`config.mk`:
```
export PLATFORM = sky130hd
export DESIGN_NAME = regfile_wb_arbiter
export DESIGN_NICKNAME = d
export VERILOG_FILES = /design/src/rtl/regfile_wb_arbiter.sv
export SDC_FILE = /design/constraint.sdc
export NUM_CORES = 1
export LEC_CHECK = 0
export BUFFER_PORTS_ARGS = -buffer_cell sky130_fd_sc_hd__buf_2
export CORE_MARGIN = 4
export CORE_UTILIZATION = 41
export DETAILED_ROUTE_END_ITERATION = 7
export PLACE_DENSITY = 0.75
export REMOVE_ABC_BUFFERS = 1
export SLEW_MARGIN = 20
export SYNTH_ARGS = -nofsm -noshare
export SYNTH_HDL_FRONTEND = slang
export SYNTH_SLANG_ARGS = --single-unit
```
`constraint.sdc`:
```
create_clock -name clk -period 1.15 [get_ports clk]
set_clock_uncertainty 0.05 [all_clocks]
set_input_delay 0.23 -clock clk [delete_from_list [all_inputs] [get_ports clk]]
set_output_delay 0.23 -clock clk [all_outputs]
set_load 0.01 [all_outputs]
```
`src/rtl/regfile_wb_arbiter.sv`:
```
// Write-back arbiter for the 8 x 16 register file: round-robin between the ALU
// and the load unit, registered write port, and a busy-bit scoreboard.
module regfile_wb_arbiter #(
  parameter int DATA_W = 16,
  parameter int ADDR_W = 3,
  parameter int NREG   = 8
) (
  input  logic              clk,
  input  logic              rst_n,
  input  logic              clock_enable,
  input  logic              alu_valid,
  output logic              alu_ready,
  input  logic [ADDR_W-1:0] alu_dest,
  input  logic [DATA_W-1:0] alu_data,
  input  logic              mem_valid,
  output logic              mem_ready,
  input  logic [ADDR_W-1:0] mem_dest,
  input  logic [DATA_W-1:0] mem_data,
  input  logic              claim_valid,
  input  logic [ADDR_W-1:0] claim_dest,
  output logic              reg_write_en,
  output logic [ADDR_W-1:0] reg_write_dest,
  output logic [DATA_W-1:0] reg_write_data,
  output logic [NREG-1:0]   busy
);

  typedef enum logic {
    PRIO_ALU = 1'b0,
    PRIO_MEM = 1'b1
  } prio_e;

  prio_e             prio_q, prio_d;
  logic              wen_q, wen_d;
  logic [ADDR_W-1:0] dest_q, dest_d;
  logic [DATA_W-1:0] data_q, data_d;
  logic [NREG-1:0]   busy_q, busy_d;

  logic grant_alu, grant_mem, xfer_alu, xfer_mem;

  // Grant depends only on the valids and the priority pointer.
  always_comb begin
    grant_alu = alu_valid & (~mem_valid | (prio_q == PRIO_ALU));
    grant_mem = mem_valid & (~alu_valid | (prio_q == PRIO_MEM));
    xfer_alu  = grant_alu & clock_enable & rst_n;
    xfer_mem  = grant_mem & clock_enable & rst_n;
  end

  assign alu_ready      = xfer_alu;
  assign mem_ready      = xfer_mem;
  // The held write pulse is masked while frozen or in reset so the file never
  // sees a duplicate or a dropped-in-flight write.
  assign reg_write_en   = wen_q & clock_enable & rst_n;
  assign reg_write_dest = dest_q;
  assign reg_write_data = data_q;
  assign busy           = busy_q;

  // Next-state for pointer, output stage and scoreboard.
  always_comb begin
    prio_d = prio_q;
    wen_d  = wen_q;
    dest_d = dest_q;
    data_d = data_q;
    busy_d = busy_q;
    if (clock_enable) begin
      wen_d = xfer_alu | xfer_mem;
      if (xfer_alu) begin
        dest_d = alu_dest;
        data_d = alu_data;
        prio_d = PRIO_MEM;
      end else if (xfer_mem) begin
        dest_d = mem_dest;
        data_d = mem_data;
        prio_d = PRIO_ALU;
      end
      // Clear first so a same-edge claim on the same register wins.
      if (wen_q) busy_d[dest_q] = 1'b0;
      if (claim_valid) busy_d[claim_dest] = 1'b1;
    end
  end

  // State registers with synchronous active-low reset.
  always_ff @(posedge clk) begin
    if (!rst_n) begin
      prio_q <= PRIO_ALU;
      wen_q  <= 1'b0;
      dest_q <= '0;
      data_q <= '0;
      busy_q <= '0;
    end else begin
      prio_q <= prio_d;
      wen_q  <= wen_d;
      dest_q <= dest_d;
      data_q <= data_d;
      busy_q <= busy_d;
    end
  end

endmodule

```
==> results.md <==
* Final worst slack at -255 ps
* Post-layout minimum cycle time at ~1400 ps
* Top FF cell, synth: dfxtp_1
* CP endpoint kind: output port
* Crit Path Max Fanout at 2
* GRT overflow at 0
* Final Max Slew Viols at 0
* EDFF count, synth at 0
* Vias in the first global route at 1698
* Drt first pass iters at 4
* Global-route usage over all layers at approximately a fifth
* Arr. time, crit path at ~1100 ps
* Initial drt markers at ~70
* CTS max path bufs at 2
* Maxcap violations at 0
* Clock network power share at between 30 and 40%
* Post-CTS Hold Buffers at 0
* Asr flop ratio synth at 0%
* Max Fclk at between 0.7 and 0.8 GHz
* Vias/cell at 5.43
* Commonest cells in the netlist: 29 x dfxtp_1, 19 x a211oi_2, 19 x nor2_1, 19 x o21ai_0, 10 x nor4_2
* Share of cells above drive strength 1 at between 50% and 60%
* Hold Startpoint: claim_dest[1]
* Worst reg2reg path startpoint: prio_q$_SDFFE_PN0P_
* Row count at 22
* Port-buffer cells at between 70 and 80
* Outcome: finished with violations
* Setup violators final at 21
* Cell Int Power at about 1800 µW
* Grt met1 use at roughly a quarter
* Full die area at between 4000 and 5000 µm²
* Power consumption at about 2500 µW
* Endpoint, Worst Hold: busy[2]$_SDFFE_PN0P_
* Slowest CP cell: dfxtp_2
* Die H at about 71 µm
* Initial Utilization at approximately 43%
* Post-route DRC violation count at 0
* CP max stage delay at approximately 330 ps
* Worst r2r path cells at 5
* Root buf cell: clkbuf_8
* Die X-Extent at around 71 µm
* Area leader, netlist: dfxtp_1
* Mapped Area at around 1600 µm²
* Comb power frac at between 20% and 30%
* Critical path class: flip-flop to output port
* Synth top area cells: dfxtp_1 36%, a211oi_2 15%, nor4_2 7.8%
* Final wirelength at around 5.0 mm
* Antenna Nets Post-Route at 0
* RSZ-0062 raised after global routing: yes
* Seq cells post-synth at 29
* Synthesis-to-layout area growth at 57.8%
* Initial antenna violation count at 0
* Netlist cell types at 31
* Global routing usage on met2 at about a third
* Leak at between 0.001 and 0.0015 µW
* Per-cell routed wire length at ~16 µm
* Worst R2R End: reg_write_data[6]$_SDFFE_PN0P_
* Synth warn at 0
* Slew margin rel. at about three quarters
* IO Pins at a little under 80
* Core Box Area at 3720 µm²
* Worst min-delay path class: input pin to flip-flop
* P_sw at approximately 730 µW
* Sw Ratio at between 20% and 30%
* WHS Path Cells at 3
* Via Count at about 1700
* Post-DP HPWL at 3.42 mm
* Gr busiest metal: met2
* Clock Latency Late Sink at between 200 and 300 ps
* Post-synthesis sequential area ratio at between 30% and 40%
* Tcrit/Tclk final at 122%
* Grt met3 use at 7.53%
* Hold Slack at 196 ps
* Max VDD drop at between 0.6 and 0.7 mV
* Inserted Diodes at 0
* Clock-pin slew on the worst setup and hold paths at roughly 70 ps
* Crit start category: flip-flop
* Seq pwr share at a little over two fifths
* Fin. Hold Viols at 0
* H-tree levels at 2
* Crit-path cells: and2_4 > or2_4 > inv_2 > buf_6
* Mapped Avg Cell Area at ~9.4 µm²
* Cell with the most instances after synthesis: dfxtp_1
* First-pass GRT wire length at approximately 8.1 mm
* Worst slew pin tran at around 360 ps
* Pwr per Cell Area at 988 nW/µm²
* Clock Sinks at 29
* Violated checks: setup timing
* Final core occ at approximately two thirds
* CTS tree: built
* RD Place Congestion at ~0.78
* Nets@finish at approximately 310
* Num CTS Buffers at 5
* Syn Inst Count at about 170
* Data required time at the worst endpoint at a little under 900 ps
* Post-synth top area share at approximately 36%
* Worst reg-to-reg setup slack at -180 ps
* Largest net degree at the start of global routing at 26
* Post-Place Setup Slack at -232 ps
worst max-delay path: cells and delay by family, from the launching register on:
family	cells	cell delay [ps]
and+or+nand+nor	2	370
buffers and inverters	2	150
DFF	1	330
sequential cells by signal, summed over array words and instances (netlist names):
signal / flops
prio_q: 1
wen_q: 1
busy: 8
reg_write_dest: 3
reg_write_data: 16
repair_timing:
action / in CTS / in global routing
gates resized for setup: 31 / 14
endpoints found under the setup margin: 23 / 22
gates cloned: 0 / 1
buffers inserted: 3 / 1
pin swaps: 2 / 4
through the flow:
stage                     TNS [ps]  instance area, µm²  cells
final                        -3100                2540    313
after global routing         -3660                2540    313
after CTS                    -2700                2420    311
after detailed placement     -4350                2130    301
after global placement       -3510                2130    301
after floorplan             -16150                1500    156
cells in the final DEF (no fill, tap or decap), types with 2 or more instances in the layout:
| master | n |
|---|---|
| clkbuf_8 | 6 |
| buf_4 | 18 |
| o21ai_1 | 2 |
| nand4_1 | 2 |
| dfxtp_1 | 26 |
| o31ai_1 | 6 |
| nand3_1 | 3 |
| nor2_1 | 19 |
| a21boi_1 | 9 |
| buf_6 | 5 |
| nand2b_1 | 3 |
| nor4_4 | 17 |
| buf_12 | 4 |
| nor4_2 | 2 |
| buf_2 | 74 |
| inv_1 | 2 |
| inv_2 | 2 |
| a211oi_2 | 19 |
| dfxtp_2 | 3 |
| or3_1 | 3 |
| o21ai_0 | 19 |
| nand2_1 | 6 |
power by group through the flow:
stage	Sequential [µW]	Clock (µW)	Combinational, µW
2_1_floorplan	1130	0	171
3_3_place_gp	1110	0	457
3_5_place_dp	1110	0	466
4_1_cts	1090	887	525
5_1_grt	1100	908	611
6_report	1090	853	566
worst max path at each step:
stage	from	to	slack [ps]
after floorplan	prio_q$_SDFFE_PN0P_	alu_ready	-820
after global placement	mem_valid	reg_write_data[4]$_SDFFE_PN0P_	-190
after detailed placement	mem_valid	reg_write_data[6]$_SDFFE_PN0P_	-230
after CTS	prio_q$_SDFFE_PN0P_	alu_ready	-260
after global routing	prio_q$_SDFFE_PN0P_	alu_ready	-270
final	prio_q$_SDFFE_PN0P_	alu_ready	-260
cell type report:
cell class,instances,area [µm²]
well taps,48,60.1
flip-flops and latches,29,584
multi-input cells,123,1130
fillers,296,1170
clock buffers,7,86.3
inverters,4,15.0
repair buffers,102,667
layer usage:
layer  part of all wire, %  vias to the layer above
met5                     0                        -
met4                  0.94                        0
met3                   8.2                        6
met2                    48                       64
met1                    43                      800
li1                      -                      831
kinds of logic after synthesis:
family	count (synthesis)	share of synthesized area [%]
flip-flops	29	36.0
AND/OR/NAND/NOR	63	24.8
AO/OA/AOI/OAI	60	31.2
buffers and inverters	19	8.00
Note: power is estimated with default switching activity, not from simulation.
